==> config.mk <==
export PLATFORM = sky130hd
export DESIGN_NAME = pipe_stall_ctrl
export DESIGN_NICKNAME = d
export VERILOG_FILES = /design/src/rtl/pipe_stall_ctrl_pkg.sv /design/src/rtl/pipe_stall_ctrl_mdu_busy_cnt.sv /design/src/rtl/pipe_stall_ctrl.sv
export SDC_FILE = /design/constraint.sdc
export NUM_CORES = 1
export LEC_CHECK = 0
export CAP_MARGIN = 20
export CORE_MARGIN = 1.5
export CORE_UTILIZATION = 40
export CTS_CLUSTER_SIZE = 25
export DETAILED_ROUTE_END_ITERATION = 8
export PLACE_DENSITY = 0.89
export REMOVE_ABC_BUFFERS = 1
export SETUP_SLACK_MARGIN = 0.02
export SYNTH_ARGS = -nofsm -noshare
export SYNTH_HDL_FRONTEND = slang
export SYNTH_HIERARCHICAL = 1
export SYNTH_SLANG_ARGS = --single-unit
==> constraint.sdc <==
create_clock -name clk -period 4.11 [get_ports clk]
set_clock_uncertainty 0.1 [all_clocks]
set_input_delay 1.233 -clock clk [delete_from_list [all_inputs] [get_ports clk]]
set_output_delay 1.233 -clock clk [all_outputs]
set_load 0.1 [all_outputs]
==> src/rtl/pipe_stall_ctrl_pkg.sv <==
// Shared pipeline definitions: operand-use encodings, exception vector and
// the MDU sequencer state encoding.
package pipe_stall_ctrl_pkg;

    localparam logic [1:0]  TUSE_NONE  = 2'd3;
    localparam logic [31:0] EXC_VECTOR = 32'h0000_4180;

    typedef enum logic {
        RUN      = 1'b0,
        MDU_WAIT = 1'b1
    } mdu_state_e;

endpackage

==> src/rtl/pipe_stall_ctrl_mdu_busy_cnt.sv <==
// MDU busy countdown: loads the op latency on an accepted start and holds
// busy_o high for exactly that many cycles.
module mdu_busy_cnt
    import pipe_stall_ctrl_pkg::*;
#(
    parameter int MULT_CYCLES = 5,
    parameter int DIV_CYCLES  = 10,
    parameter int CNT_W       = 4
) (
    input  logic clk,
    input  logic reset,
    input  logic start_i,
    input  logic is_div_i,
    input  logic req_i,
    output logic busy_o
);

    localparam logic [CNT_W-1:0] MULT_LOAD = CNT_W'(MULT_CYCLES);
    localparam logic [CNT_W-1:0] DIV_LOAD  = CNT_W'(DIV_CYCLES);

    mdu_state_e       state_q;
    logic [CNT_W-1:0] cnt_q;
    logic             busy_q;

    // An exception only blocks a new start; an op already running must still
    // commit HI/LO, so the countdown ignores req_i once in MDU_WAIT.
    always_ff @(posedge clk) begin
        if (reset) begin
            state_q <= RUN;
            cnt_q   <= '0;
            busy_q  <= 1'b0;
        end else begin
            case (state_q)
                RUN: begin
                    if (start_i && !req_i) begin
                        cnt_q   <= is_div_i ? DIV_LOAD : MULT_LOAD;
                        state_q <= MDU_WAIT;
                        busy_q  <= 1'b1;
                    end
                end
                MDU_WAIT: begin
                    if (cnt_q <= CNT_W'(1)) begin
                        cnt_q   <= '0;
                        state_q <= RUN;
                        busy_q  <= 1'b0;
                    end else begin
                        cnt_q <= cnt_q - CNT_W'(1);
                    end
                end
                default: begin
                    state_q <= RUN;
                    cnt_q   <= '0;
                    busy_q  <= 1'b0;
                end
            endcase
        end
    end

    assign busy_o = busy_q;

    // The D-stage MDU stall keeps a second start out of E while busy.
    assert property (@(posedge clk) disable iff (reset)
                     !(state_q == MDU_WAIT && start_i));

endmodule

==> src/rtl/pipe_stall_ctrl.sv <==
// Stall/flush sequencer for the 5-stage pipeline: drives the F/D enables and
// E/M/W clears from operand hazards, the MDU busy window and exceptions.
module pipe_stall_ctrl
    import pipe_stall_ctrl_pkg::*;
#(
    parameter int MULT_CYCLES = 5,
    parameter int DIV_CYCLES  = 10,
    parameter int CNT_W       = 4
) (
    input  logic       clk,
    input  logic       reset,
    input  logic       req,
    input  logic [4:0] D_rs,
    input  logic [4:0] D_rt,
    input  logic [1:0] D_rs_tuse,
    input  logic [1:0] D_rt_tuse,
    input  logic       D_is_mdu,
    input  logic [4:0] E_waddr,
    input  logic [1:0] E_tnew,
    input  logic [4:0] M_waddr,
    input  logic [1:0] M_tnew,
    input  logic       E_mdu_start,
    input  logic       E_mdu_div,
    output logic       F_en,
    output logic       D_en,
    output logic       E_clr,
    output logic       M_clr,
    output logic       W_clr,
    output logic       mdu_busy,
    output logic       stall
);

    logic busy;
    logic rs_used, rt_used;
    logic stall_rs, stall_rt, stall_mdu, stall_raw;

    mdu_busy_cnt #(
        .MULT_CYCLES(MULT_CYCLES),
        .DIV_CYCLES (DIV_CYCLES),
        .CNT_W      (CNT_W)
    ) u_mdu_busy_cnt (
        .clk     (clk),
        .reset   (reset),
        .start_i (E_mdu_start),
        .is_div_i(E_mdu_div),
        .req_i   (req),
        .busy_o  (busy)
    );

    assign mdu_busy = busy;

    // A register index of 0 is $0, which never carries a pending result.
    assign rs_used  = (D_rs != 5'd0) && (D_rs_tuse != TUSE_NONE);
    assign rt_used  = (D_rt != 5'd0) && (D_rt_tuse != TUSE_NONE);

    assign stall_rs = rs_used &&
                      (((D_rs == E_waddr) && (E_tnew > D_rs_tuse)) ||
                       ((D_rs == M_waddr) && (M_tnew > D_rs_tuse)));
    assign stall_rt = rt_used &&
                      (((D_rt == E_waddr) && (E_tnew > D_rt_tuse)) ||
                       ((D_rt == M_waddr) && (M_tnew > D_rt_tuse)));

    assign stall_mdu = D_is_mdu && (busy || E_mdu_start);
    assign stall_raw = (stall_rs || stall_rt || stall_mdu) && !req;

    // Priority: reset flush, then exception flush, then hazard stall.
    always_comb begin
        F_en  = 1'b1;
        D_en  = 1'b1;
        E_clr = 1'b0;
        M_clr = 1'b0;
        W_clr = 1'b0;
        stall = 1'b0;
        if (reset) begin
            F_en  = 1'b0;
            D_en  = 1'b0;
            E_clr = 1'b1;
            M_clr = 1'b1;
            W_clr = 1'b1;
        end else if (req) begin
            E_clr = 1'b1;
            M_clr = 1'b1;
            W_clr = 1'b1;
        end else if (stall_raw) begin
            F_en  = 1'b0;
            D_en  = 1'b0;
            E_clr = 1'b1;
            stall = 1'b1;
        end
    end

endmodule

Word level (Yosys, flattened, before mapping) --
Index checks and enable logic that the tools add are counted.
Word-level totals: logic and storage cells 58, input bits 34, output and inout bits 7, flip-flop bits (word level) 6
Cells by class: add/sub/neg operators 1, muxes and demuxes 20, bitwise logic cells 1, magnitude comparators 5, reduce and logical (&&, ||, !) cells 20, equal/unequal tests 8
Operator list (number):
- $eq 5x5->1 | 4
- $mux 1 | 14
- $mux 4 | 3
- $logic_and 1x1->1 | 11
- $reduce_bool 5->1 | 2
- $gt 2x2->1 | 4
- $pmux 4 s2 | 1
- $ne 2x2->1 const B | 3
- $logic_or 1x1->1 | 5
- $le 4x1->1 const B | 1
- $pmux 1 s2 | 2
- $sub 4x1->4 const B | 1
- $ne 2x1->1 const B | 1
- $reduce_and 2->1 | 1
- $logic_not 1->1 | 1
- $not 1->1 | 1

Depth between registers and ports, before layout --
Gate-level depths: netlist of run 1.
depth in word-level cells 10, mapped depth 8, depth with buffers taken out 7

Cells and area by module --
The synthesis of run 1 kept the hierarchy.
Modules (own cells, without submodules):
- pipe_stall_ctrl | times used 1, area an instance 491.7 µm², cells each 67, seq. area each 0.0 µm²
- mdu_busy_cnt | times used 1, area an instance 367.9 µm², cells each 43, seq. area each 120.1 µm²

Worst setup path after synthesis of run 1 --
Ideal clock, no wire load.
kind input to output, start point input port D_rs_tuse[1], end point output port stall, cell stages on the path 7, buffers on the path 0, data required time 2.777 ns, arrival time 3.857 ns, slack -1.080 ns, path through inv_1 ha_1 nand2_1 nand4_1 nor4_1 o221ai_1 a31oi_1
Between the ends: longest elaborated chain between the ends 10, elaborated cells between the ends (all ways) 14, those cells by class order compare (2); eq/ne (1); mux (3); reduce/logical (8)
Ends and longest elaborated chain:
- start, declared | RTL line pipe_stall_ctrl.sv:15 | input logic [1:0] D_rs_tuse,
- $gt 2x2->1 (on tied branches) | RTL line pipe_stall_ctrl.sv:57, pipe_stall_ctrl.sv:58
- $logic_and 1x1->1 (on tied branches) | RTL line pipe_stall_ctrl.sv:57, pipe_stall_ctrl.sv:58
- $logic_or 1x1->1 | RTL line pipe_stall_ctrl.sv:57 | (((D_rs == E_waddr) && (E_tnew > D_rs_tuse)) ||
- $logic_and 1x1->1 (*) | RTL line pipe_stall_ctrl.sv:56 | assign stall_rs = rs_used &&
- $logic_or 1x1->1 (*) (2 in a row) | RTL line pipe_stall_ctrl.sv:64 | assign stall_raw = (stall_rs || stall_rt || stall_mdu) && !req;
- $logic_and 1x1->1 (*) | RTL line pipe_stall_ctrl.sv:64
- $mux 1 (*) | RTL line pipe_stall_ctrl.sv:84 | end else if (stall_raw) begin
- $mux 1 (*) | RTL line pipe_stall_ctrl.sv:80 | end else if (req) begin
- $mux 1 (*) | RTL line pipe_stall_ctrl.sv:74 | if (reset) begin
- end, declared | RTL line pipe_stall_ctrl.sv:30 | output logic stall
Every way passes the cells marked *; elsewhere a longest branch is shown, timed or not.

Final worst setup path of run 1 --
start point input port E_tnew[1], end point output port F_en
Between the ends: longest elaborated chain between the ends 10, elaborated cells between the ends (all ways) 14, those cells by class order compare (2); mux (3); reduce/logical (9)
Ends and longest elaborated chain:
- start, declared | RTL line pipe_stall_ctrl.sv:19 | input logic [1:0] E_tnew,
- $gt 2x2->1 (on tied branches) | RTL line pipe_stall_ctrl.sv:57, pipe_stall_ctrl.sv:60
- $logic_and 1x1->1 (on tied branches) | RTL line pipe_stall_ctrl.sv:57, pipe_stall_ctrl.sv:60
- $logic_or 1x1->1 (on tied branches) | RTL line pipe_stall_ctrl.sv:57, pipe_stall_ctrl.sv:60
- $logic_and 1x1->1 (on tied branches) | RTL line pipe_stall_ctrl.sv:56, pipe_stall_ctrl.sv:59
- $logic_or 1x1->1 (*) (2 in a row) | RTL line pipe_stall_ctrl.sv:64
- $logic_and 1x1->1 (*) | RTL line pipe_stall_ctrl.sv:64
- $mux 1 (*) | RTL line pipe_stall_ctrl.sv:84
- $mux 1 (*) | RTL line pipe_stall_ctrl.sv:80
- $mux 1 (*) | RTL line pipe_stall_ctrl.sv:74
- end, declared | RTL line pipe_stall_ctrl.sv:24 | output logic F_en,
Marks and branches as above.

==> Implementation_results.wiki, run 1 <==
{| class="wikitable"
! Metric !! Value
|-
| Startpoint of the worst-slack reg-to-reg timing path || u_mdu_busy_cnt/cnt_q[0]$_SDFFE_PP0P_
|-
| Hold crit path type || reg2reg
|-
| Netlist cell types || 33
|-
| Number of antenna repair diodes || 0
|-
| Crit path largest cell delay || between 0.3 and 0.4 ns
|-
| Core Box Area || 0.002002 mm^2
|-
| Critical path cell sequence || buf_2, ha_4, nand2_2, nand4_1, nor4_4, o221ai_4, a32o_2, buf_12
|-
| Maximum frequency from static timing analysis || between 200 and 250 MHz
|-
| Time the final worst path needs with I/O delays and setup || around 4.2 ns
|-
| Relative slew slack || between 30% and 40%
|-
| Antenna violations before repair || 0
|-
| Combinational family with the most area after synthesis || compound AO/OA/AOI/OAI gates
|-
| Area used by multi-input combinational logic || roughly 970 um^2
|-
| Cell area power density || about 210 mW/mm^2
|-
| Quantity of I/O buffers inserted on ports || 40
|-
| TritonCTS Buffers || 3
|-
| Width of the die || between 40 and 50 um
|-
| Via count of the first global-routing pass || between 1000 and 1500
|-
| Portion of the clock cycle consumed by the worst path in the final layout || 102.0%
|-
| TritonCTS clock tree || done
|-
| Worst path slowest cell || sky130_fd_sc_hd__a32o_2
|-
| Hold path startpoint || u_mdu_busy_cnt/busy_o$_SDFFE_PP0P_
|-
| Peak VDD IR || approximately 210 uV
|-
| Non-filler instance count after layout || 188
|-
| Share of flip-flops with an asynchronous set or reset after synthesis || 0%
|-
| Per-cell via count in the routed design || around 6.5
|-
| Dominant register cell in the synthesized netlist || sky130_fd_sc_hd__dfxtp_1
|-
| Portion of the post-synthesis area used by sequential elements || 13.97%
|-
| Top post-synthesis cells by count || 15 x sky130_fd_sc_hd__inv_1, 12 x sky130_fd_sc_hd__xnor2_1, 10 x sky130_fd_sc_hd__ha_1
|-
| Largest net degree at the start of global routing || 12
|-
| Detailed Route WL || 4365 um
|-
| Leading cell types by total area after synthesis || sky130_fd_sc_hd__ha_1 15%, sky130_fd_sc_hd__dfxtp_1 14%, sky130_fd_sc_hd__xnor2_1 12%
|-
| Remaining design rule violation count || 0
|-
| Worst Setup Start Kind || input port
|-
| Violated checks || negative setup slack
|-
| Total Die Area || ~0.0024 mm^2
|-
| Storage cell area || between 100 and 150 um^2
|-
| Pre-Repair DR Iteration Count || 4
|-
| Fraction of the mapped netlist area in simple logic gates || ~19%
|-
| RSZ-0062 raised after global routing || yes
|-
| DP Cell Count || 184
|-
| Root buffer selected by CTS || sky130_fd_sc_hd__clkbuf_4
|-
| Grt ovf || 0
|-
| DP HPWL || between 2000 and 2500 um
|-
| Reg-to-reg critical path endpoint || u_mdu_busy_cnt/cnt_q[0]$_SDFFE_PP0P_
|-
| Endpoints failing hold || 0
|-
| Worst reg-to-reg path cell count || 5
|-
| YS warnings || 6
|-
| Largest driver fanout on the critical path || 3
|-
| First-pass GRT wire length || 6230 um
|-
| Drt initial violations || around 110
|-
| Vias || between 1000 and 1500
|-
| Max capacitance violation total || 0
|-
| Worst setup path class || in2out
|-
| Worst Hold End || u_mdu_busy_cnt/busy_o$_SDFFE_PP0P_
|-
| Mean Syn Cell Area || ~8 um^2
|-
| Outcome || finished with violations
|-
| Area grow syn2layout || 104.5%
|-
| Clock-pin transition on the worst setup and hold timing paths || 0.05 ns
|-
| Clock sink count || 6
|-
| Final core utilization || approximately 88%
|-
| Number of instances on the worst hold path || 2
|-
| Height of the die || 49.36 um
|-
| Average detailed-routed wire length per instance || approximately 23 um
|-
| Fraction of final layout cells sized beyond drive strength 1 || between 50% and 60%
|-
| Number of enable flip-flop cells after synthesis || 0
|-
| Setup TNS Final || -0.1622 ns
|-
| Number of inserted filler cells in the final layout || 97
|-
| Critical path capture point type || output pin
|-
| Total number of H-tree levels || 1
|-
| Count of pins over their slew limit || 0
|-
| Mux contribution to synthesized area || 0%
|-
| Count of mapped cells out of synthesis || 110
|-
| Worst endpoint data arrival time || roughly 2.9 ns
|-
| Compound-gate portion of the synthesized area || around a fifth
|-
| Num rows || 16
|-
| Cell taking the most area after synthesis || sky130_fd_sc_hd__ha_1
|-
| Starting utilization of the core area || a little over two fifths
|-
| Final Worst Setup Slack || -0.08109 ns
|-
| Worst reg-to-reg setup slack || around 2.2 ns
|-
| Final weighted congestion in routability-driven placement || 0.8230
|-
| Number of routed nets with antenna violations || 0
|-
| Least-Margin Pin Slew || slightly below 1 ns
|-
| Post-layout nets || 207
|-
| Longest Clk Path Bufs || 2
|-
| Total track usage || 34.41%
|-
| Share of the synthesized area in the top cell type || approximately 15%
|-
| Most frequent cell after synthesis || sky130_fd_sc_hd__inv_1
|-
| I/O Pins || about 40
|-
| Number of flip-flops and latches in the synthesized netlist || 6
|-
| Synthesized-area fraction occupied by adder cells || approximately 15%
|-
| Final setup vio count || 2
|-
| Required time reported for the critical path endpoint || approximately 2.8 ns
|-
| Clock Latency Late Sink || roughly 0.26 ns
|-
| Post-Synth XOR/XNOR Area || about a fifth
|-
| Area of the mapped netlist || 859.6 um^2
|-
| Number of buffers inserted by hold repair at cts || 0
|-
| Leak Pwr || between 0.6 and 0.7 nW
|}
[area by class of cell]
cell class              instances  area share (%)
well taps                      27           1.922
flip-flops and latches          6           6.833
inverters                      15           4.057
repair buffers                 53           30.82
multi-input cells              84           55.09
clock buffers                   3           1.281
[sequential cells by signal (all words and copies together), names as in the netlist]
| register | cells |
|---|---|
| u_mdu_busy_cnt/busy_o | 1 |
| u_mdu_busy_cnt/cnt_q | 4 |
| u_mdu_busy_cnt/state_q | 1 |
[how the worst max path moves through the flow]
stage                       from     to  slack, ns  depth (start not counted)
floorplan           D_rs_tuse[1]  stall      -1.08                          7
global placement    D_rs_tuse[1]   F_en      -0.49                          9
detailed placement  D_rs_tuse[1]   F_en      -0.63                          9
CTS                 D_rt_tuse[1]   F_en       0.02                          9
global route             D_rt[0]   F_en      -0.14                          7
finish                 E_tnew[1]   F_en      -0.08                          8
[through the flow]
stage | setup slack, ns | area [um^2] | power (W) | hold slack (ns)
detailed placement | -0.6275 | 1405 | 0.0002538 | 0.3699
global placement | -0.4947 | 1405 | 0.0002449 | 0.3620
floorplan | -1.080 | 820.8 | 0.0001658 | 0.3965
finish | -0.08109 | 1758 | 0.0003703 | 0.3973
global route | -0.1385 | 1758 | 0.0003842 | 0.4102
CTS | 0.02027 | 1697 | 0.0003372 | 0.3763
[routing by layer]
layer | share of wire (%) | global-route usage (%)
met2 | 49 | 59.23
met5 | 0 | 0
met3 | 9.3 | 9.816
met1 | 35 | 38.09
met4 | 6.0 | 17.62
[repair_timing]
action | CTS | global route
resized for setup | 125 | 31
setup endpoints to repair | 4 | 4
pin swaps | 25 | 15
setup buffers | 0 | 1
[report_power, final]
part           total (W)  internal (W)  switching, W
Sequential     0.0000757     0.0000643     0.0000113
Combinational   0.000235      0.000101      0.000134
Clock          0.0000596     0.0000334     0.0000262
[critical path, delay by kind of cell]
kind | cells | cell delay [ns]
AND/OR/NAND/NOR | 3 | 0.53
buffers and inverters | 2 | 0.31
adder cells (fa/ha/maj) | 1 | 0.26
AO/OA/AOI/OAI | 2 | 0.51
[cells in the final DEF, fill, tap and decap left out, drive strengths merged, types with 2 or more instances in the layout]
cell type,synthesis,routed
a211oi,3,3
a21oi,5,5
a221oi,3,3
buf,5,29
clkbuf,0,8
clkdlybuf4s15,0,11
clkdlybuf4s50,0,6
dfxtp,6,6
dlygate4sd2,0,2
ha,10,10
inv,15,15
nand2,9,9
nand4,4,4
nor2,3,3
nor3,2,2
nor4,4,4
o221ai,2,2
o311ai,4,4
or4,2,2
xnor2,12,12
xor2,8,8
[logic make-up (layout without fill, tap and decap cells)]
group,after synthesis,in the layout
adder cells (fa/ha/maj),10,10
buffers and inverters,20,71
XOR/XNOR,20,20
flip-flops,6,6
AO/OA/AOI/OAI,24,24
AND/OR/NAND/NOR,30,30
(Power assumes the default switching activity.)
==> inputs of run 2 (changes only) <==
--- a/config.mk
+++ b/config.mk
@@ -10,7 +10,7 @@
 export CORE_UTILIZATION = 40
 export CTS_CLUSTER_SIZE = 25
 export DETAILED_ROUTE_END_ITERATION = 8
-export PLACE_DENSITY = 0.89
+export PLACE_DENSITY_LB_ADDON = 0.2
 export REMOVE_ABC_BUFFERS = 1
 export SETUP_SLACK_MARGIN = 0.02
 export SYNTH_ARGS = -nofsm -noshare
==> run 2 against run 1 <==
Net effect:
- register-to-register slack better by 0.13 ns
- first-iteration DRC count decreased by 75%
- critical path type unchanged
- routed wire length down 31%
- combinational power decreased by 12%
- count of clock-buffer cells in the layout stayed put
- via count down 16%
- worst setup slack better by 0.063 ns
- clock power shrank 3%
- sequential share of layout area up 0.55 points
- the flow still finishes with violations (negative setup slack)
- die area stayed put
- critical path depth up 1
==> Implementation_results.wiki, run 2 (same netlist as run 1, synthesis figures left out) <==
{| class="wikitable"
! Metric !! Value
|-
| Area used by multi-input combinational logic || between 800 and 900 um^2
|-
| Clock sink count || 6
|-
| Flip-flop count of the largest register, all copies and words added || 4
|-
| First-pass GRT wire length || 4761 um
|-
| Count of pins over their slew limit || 0
|-
| RSZ-0062 raised after global routing || yes
|-
| Longest Clk Path Bufs || 2
|-
| Non-filler instance count after layout || roughly 190
|-
| Drt initial violations || 27
|-
| Relative slew slack || ~36%
|-
| Worst reg-to-reg setup slack || approximately 2.4 ns
|-
| Endpoints failing hold || 0
|-
| Critical path capture point type || output pin
|-
| Maximum frequency from static timing analysis || 242.3 MHz
|-
| Clock Latency Late Sink || 0.26 ns
|-
| Final weighted congestion in routability-driven placement || about 0.84
|-
| Clock-pin transition on the worst setup and hold timing paths || ~0.050 ns
|-
| Crit path largest cell delay || about 0.33 ns
|-
| Pre-Repair DR Iteration Count || 4
|-
| Worst endpoint data arrival time || ~2.8 ns
|-
| Required time reported for the critical path endpoint || ~2.8 ns
|-
| DP HPWL || 2131 um
|-
| Largest Register || u_mdu_busy_cnt/cnt_q
|-
| Antenna violations before repair || 0
|-
| Largest driver fanout on the critical path || 3
|-
| Worst setup path class || in2out
|-
| Time the final worst path needs with I/O delays and setup || just over 4 ns
|-
| Least-Margin Pin Slew || approximately 0.96 ns
|-
| Violated checks || negative setup slack
|-
| Starting utilization of the core area || a little over two fifths
|-
| Via count of the first global-routing pass || around 1000
|-
| Total number of H-tree levels || 1
|-
| Peak VDD IR || 202.0 uV
|-
| TritonCTS clock tree || done
|-
| Most used cells in the layout excluding fill and tap cells || 11 x sky130_fd_sc_hd__xnor2_1, 11 x sky130_fd_sc_hd__inv_1, 11 x sky130_fd_sc_hd__buf_4
|-
| Area grow syn2layout || 89.23%
|-
| I/O Pins || between 40 and 50
|-
| Post-layout nets || 207
|-
| Cell family contributing the most delay on the critical path || compound AO/OA/AOI/OAI gates
|-
| Critical path cell sequence || buf_2, inv_2, ha_4, nand2_1, nand4_1, nor4_4, o221ai_4, a32o_2, buf_12
|-
| Hold crit path type || reg2reg
|-
| Setup TNS Final || -0.03557 ns
|-
| Width of the die || 49.36 um
|-
| TritonCTS Buffers || 3
|-
| Grt ovf || 0
|-
| Count of buffering cells on the critical path with inverters included || 3
|-
| Number of routed nets with antenna violations || 0
|-
| Core Box Area || approximately 0.002 mm^2
|-
| Quantity of I/O buffers inserted on ports || 40
|-
| Per-cell via count in the routed design || roughly 5.4
|-
| Vias || ~1000
|-
| Average detailed-routed wire length per instance || ~16 um
|-
| Number of inserted filler cells in the final layout || approximately 120
|-
| Number of antenna repair diodes || 0
|-
| Total Die Area || 0.002436 mm^2
|-
| Final setup vio count || 2
|-
| Worst path slowest cell || sky130_fd_sc_hd__a32o_2
|-
| Worst Setup Start Kind || input port
|-
| DP Cell Count || between 150 and 200
|-
| Num rows || 16
|-
| Cell area power density || slightly above 200 mW/mm^2
|-
| Final Worst Setup Slack || -0.01779 ns
|-
| Number of buffers inserted by hold repair at cts || 0
|-
| Root buffer selected by CTS || sky130_fd_sc_hd__clkbuf_4
|-
| Max capacitance violation total || 0
|-
| Total track usage || 26.07%
|-
| Largest net degree at the start of global routing || 12
|-
| Fraction of final layout cells sized beyond drive strength 1 || 46.58%
|-
| Outcome || finished with violations
|-
| Detailed Route WL || between 3000 and 4000 um
|-
| Storage cell area || ~120 um^2
|-
| Height of the die || between 40 and 50 um
|-
| Remaining design rule violation count || 0
|-
| Leak Pwr || between 0.6 and 0.7 nW
|-
| Portion of the clock cycle consumed by the worst path in the final layout || 100.4%
|}
==> run 2: cell types whose count changed in the layout (fill, tap and decap cells not counted), sizes merged <==
cell / previous run / this run
clkbuf: 8 / 10
dlygate4sd2: 2 / 1
buf: 29 / 33
clkdlybuf4s15: 11 / 6
==> run 2: power breakdown <==
group | switching [W] | leakage (nW) | internal (W)
sequential | 0.0000101 | 0.0496 | 0.0000644
combinational | 0.000115 | 0.580 | 0.0000910
clock | 0.0000246 | 0.0138 | 0.0000332
==> run 2: worst register-to-register path, cell delays in order (launching register included) <==
cell and delay [ns]:
sky130_fd_sc_hd__dfxtp_1 0.39, sky130_fd_sc_hd__inv_1 0.09, sky130_fd_sc_hd__ha_1 0.24, sky130_fd_sc_hd__nor2_1 0.33, sky130_fd_sc_hd__o311ai_0 0.17, sky130_fd_sc_hd__a221oi_1 0.32
==> run 2: routing by layer <==
metal	up-vias	part of all wire (%)	global-route usage (%)
met5	-	0	0
met4	0	1.3	9.048
met3	4	7.2	6.442
met2	46	50	45.95
met1	472	42	30.24
li1	502	-	-
==> run 2: final cells by class <==
cell class / instances / area share, %
sequential: 6 / 7.385
clock buffer: 3 / 1.385
timing repair buffer: 53 / 30.31
multi-input combinational: 84 / 54.77
tap: 27 / 2.077
inverter: 15 / 4.077
==> run 2: through the flow <==
step / cell area [um^2] / util (%) / hold WS, ns / power (W) / worst slack, ns
floorplan: 820.8 / - / 0.3965 / 0.0001658 / -1.080
global placement: 1405 / 70.19 / 0.3756 / 0.0002463 / -0.5036
detailed placement: 1405 / 70.19 / 0.3813 / 0.0002510 / -0.5491
CTS: 1578 / 78.81 / 0.3874 / 0.0003223 / 0.02116
global route: 1627 / 81.25 / 0.4202 / 0.0003564 / -0.04213
finish: 1627 / 81.25 / 0.3862 / 0.0003382 / -0.01779
==> run 2: what timing repair did <==
| item | 4_1_cts | 5_1_grt |
|---|---|---|
| resized for setup | 112 | 29 |
| setup buffers | 1 | 0 |
| setup endpoints to repair | 4 | 4 |
| pin swaps | 18 | 7 |
| endpoints found under the hold margin | 0 | 0 |
==> run 2: final timing paths <==
path	startpoint	endpoint	depth (start not counted)
min reg2reg	u_mdu_busy_cnt/busy_o$_SDFFE_PP0P_	u_mdu_busy_cnt/busy_o$_SDFFE_PP0P_	2
max reg2reg	u_mdu_busy_cnt/cnt_q[0]$_SDFFE_PP0P_	u_mdu_busy_cnt/cnt_q[2]$_SDFFE_PP0P_	5
min	u_mdu_busy_cnt/busy_o$_SDFFE_PP0P_	u_mdu_busy_cnt/busy_o$_SDFFE_PP0P_	2
max	D_rs_tuse[1]	F_en	9
==> inputs of run 3 (changes only) <==
--- a/config.mk
+++ b/config.mk
@@ -6,10 +6,10 @@
 export NUM_CORES = 1
 export LEC_CHECK = 0
 export CAP_MARGIN = 20
-export CORE_MARGIN = 1.5
 export CORE_UTILIZATION = 40
 export CTS_CLUSTER_SIZE = 25
 export DETAILED_ROUTE_END_ITERATION = 8
+export HOLD_SLACK_MARGIN = 0.1
 export PLACE_DENSITY_LB_ADDON = 0.2
 export REMOVE_ABC_BUFFERS = 1
 export SETUP_SLACK_MARGIN = 0.02
==> run 3 against run 2 <==
Net effect:
- the run still ends with negative setup slack left
- cell count shrank 0.53%
- sequential share of layout area shrank 0.23 points
- first-iteration DRC count grew 78%
- sequential power is essentially flat
- clock power shrank 4.7%
- largest power group unchanged
==> Implementation_results.wiki, run 3 (same netlist as run 1, synthesis figures left out) <==
{| class="wikitable"
! Metric !! Value
|-
| Detailed Route WL || about 3300 um
|-
| Hold path startpoint || u_mdu_busy_cnt/busy_o$_SDFFE_PP0P_
|-
| Clock Latency Late Sink || approximately 0.24 ns
|-
| Relative slew slack || between 30% and 40%
|-
| Total number of H-tree levels || 1
|-
| Violated checks || negative setup slack
|-
| Cell family contributing the most delay on the critical path || compound AO/OA/AOI/OAI gates
|-
| Reg-to-reg critical path endpoint || u_mdu_busy_cnt/cnt_q[0]$_SDFFE_PP0P_
|-
| First-pass GRT wire length || ~4900 um
|-
| Width of the die || slightly below 50 um
|-
| Total track usage || a little over a quarter
|-
| Core Box Area || roughly 0.0020 mm^2
|-
| Via count of the first global-routing pass || between 1000 and 1500
|-
| Grt ovf || 0
|-
| Non-filler instance count after layout || between 150 and 200
|-
| Worst Setup Start Kind || input port
|-
| Critical Path Source || D_rt[4]
|-
| Final setup vio count || 3
|-
| Cell area power density || approximately 210 mW/mm^2
|-
| Antenna violations before repair || 0
|-
| DP HPWL || 2184 um
|-
| Count of pins over their slew limit || 0
|-
| Vias || roughly 1100
|-
| Outcome || finished with violations
|-
| Remaining design rule violation count || 0
|-
| Longest Clk Path Bufs || 2
|-
| Portion of the clock cycle consumed by the worst path in the final layout || 101.2%
|-
| Largest driver fanout on the critical path || 3
|-
| Hold crit path type || reg2reg
|-
| Post CTS Setup Buffer Count || 0
|-
| Max capacitance violation total || 0
|-
| Time the final worst path needs with I/O delays and setup || 4.159 ns
|-
| DP Cell Count || between 150 and 200
|-
| Final hold slack || 0.3925 ns
|-
| Num rows || 16
|-
| Total Die Area || around 0.0023 mm^2
|-
| Quantity of I/O buffers inserted on ports || 40
|-
| Worst reg-to-reg path cell count || 5
|-
| Number of instances on the worst hold path || 2
|-
| Worst endpoint data arrival time || about 2.8 ns
|-
| I/O Pins || just over 40
|-
| Per-cell via count in the routed design || 5.770
|-
| Fraction of final layout cells sized beyond drive strength 1 || approximately 44%
|-
| Starting utilization of the core area || around 43%
|-
| TritonCTS clock tree || done
|-
| Average detailed-routed wire length per instance || approximately 18 um
|-
| Busiest layer in global routing || met2
|-
| Worst reg-to-reg setup slack || between 2 and 2.5 ns
|-
| Worst path slowest cell || sky130_fd_sc_hd__a32o_2
|-
| Critical path cell sequence || dlygate4sd2_1, xnor2_1, nand4_1, nor4_4, o221ai_4, a32o_2, buf_12
|-
| TritonCTS Buffers || 3
|-
| Leak Pwr || between 0.6 and 0.7 nW
|-
| Count of buffering cells on the critical path with inverters included || 2
|-
| Peak VDD IR || around 200 uV
|-
| Most used cells in the layout excluding fill and tap cells || 11 x sky130_fd_sc_hd__inv_1, 10 x sky130_fd_sc_hd__buf_4, 9 x sky130_fd_sc_hd__xnor2_1, 9 x sky130_fd_sc_hd__dlygate4sd2_1, 8 x sky130_fd_sc_hd__ha_4
|-
| Critical path capture point type || output pin
|-
| Number of routed nets with antenna violations || 0
|-
| Endpoints failing hold || 0
|-
| Worst Hold End || u_mdu_busy_cnt/busy_o$_SDFFE_PP0P_
|-
| Storage cell area || approximately 120 um^2
|-
| Fraction of met3 tracks used by global routing || 3.774%
|-
| Largest Register || u_mdu_busy_cnt/cnt_q
|-
| Number of inserted filler cells in the final layout || just over 100
|-
| Required time reported for the critical path endpoint || between 2 and 3 ns
|-
| Post-layout nets || 206
|-
| RSZ-0062 raised after global routing || yes
|-
| Met2 track demand over resource in global routing || approximately half
|-
| Drt initial violations || between 40 and 50
|-
| Global routing usage on met1 || roughly a third
|-
| Least-Margin Pin Slew || about 0.96 ns
|-
| Area grow syn2layout || 95.20%
|-
| Final Worst Setup Slack || -0.04889 ns
|-
| Clock-pin transition on the worst setup and hold timing paths || roughly 0.040 ns
|-
| Most common cell after layout, fill and taps aside || sky130_fd_sc_hd__inv_1
|-
| Crit path largest cell delay || about 0.31 ns
|-
| Clock sink count || 6
|-
| Final weighted congestion in routability-driven placement || about 0.86
|-
| Worst setup path class || in2out
|-
| Number of antenna repair diodes || 0
|-
| Number of buffers inserted by hold repair at cts || 0
|-
| Pre-Repair DR Iteration Count || 4
|-
| Flip-flop count of the largest register, all copies and words added || 4
|-
| Maximum frequency from static timing analysis || approximately 240 MHz
|-
| Largest net degree at the start of global routing || 12
|-
| Startpoint of the worst-slack reg-to-reg timing path || u_mdu_busy_cnt/cnt_q[0]$_SDFFE_PP0P_
|-
| Root buffer selected by CTS || sky130_fd_sc_hd__clkbuf_4
|-
| Area used by multi-input combinational logic || roughly 930 um^2
|-
| Height of the die || just under 50 um
|}
run 3: per-layer routing:
layer	share of wire (%)	vias up
met2	53	71
met5	0	-
met4	1.9	0
met1	37	498
li1	-	500
met3	8.0	10
run 3: area by class of cell:
type / count / share of cell area, %
inverters: 15 / 3.803
multi-input cells: 84 / 55.41
repair buffers: 52 / 30.28
clock buffers: 3 / 1.342
flip-flops and latches: 6 / 7.159
well taps: 27 / 2.013
run 3: through the flow:
stage | area, um^2 | worst slack, ns | util (%) | power [W] | setup TNS [ns]
after detailed placement | 1405 | -0.5753 | 70.90 | 0.0002526 | -2.144
after floorplan | 820.8 | -1.080 | - | 0.0001658 | -2.934
after CTS | 1629 | 0.02138 | 82.20 | 0.0003282 | 0
after global routing | 1678 | -0.1642 | 84.66 | 0.0003615 | -0.5222
final | 1678 | -0.04889 | 84.66 | 0.0003449 | -0.1062
after global placement | 1405 | -0.5151 | 70.90 | 0.0002459 | -1.870
run 3: how the worst max path moves through the flow:
| stage | to | depth (start not counted) | slack (ns) |
|---|---|---|---|
| finish | D_en | 7 | -0.05 |
| global route | D_en | 7 | -0.16 |
| CTS | D_en | 7 | 0.02 |
| detailed placement | D_en | 9 | -0.58 |
| global placement | D_en | 9 | -0.52 |
| floorplan | stall | 7 | -1.08 |
run 3: report_power, final:
part	leakage, nW	internal (W)	switching [W]	total (W)
Combinational	0.594	0.0000940	0.000121	0.000215
Clock	0.0138	0.0000331	0.0000221	0.0000552
Sequential	0.0496	0.0000644	0.0000103	0.0000747
run 3: worst min-delay path, delay by kind of cell (launching register included):
kind	cells	cell delay, ns
AOI/OAI and AO/OA	2	0.12
DFF	1	0.32
run 3: what timing repair did:
| item | 4_1_cts | 5_1_grt |
|---|---|---|
| resized for setup | 101 | 22 |
| pin swaps | 23 | 14 |
| endpoints found under the hold margin | 0 | 0 |
| cloned | 0 | 0 |
| endpoints found under the setup margin | 4 | 4 |
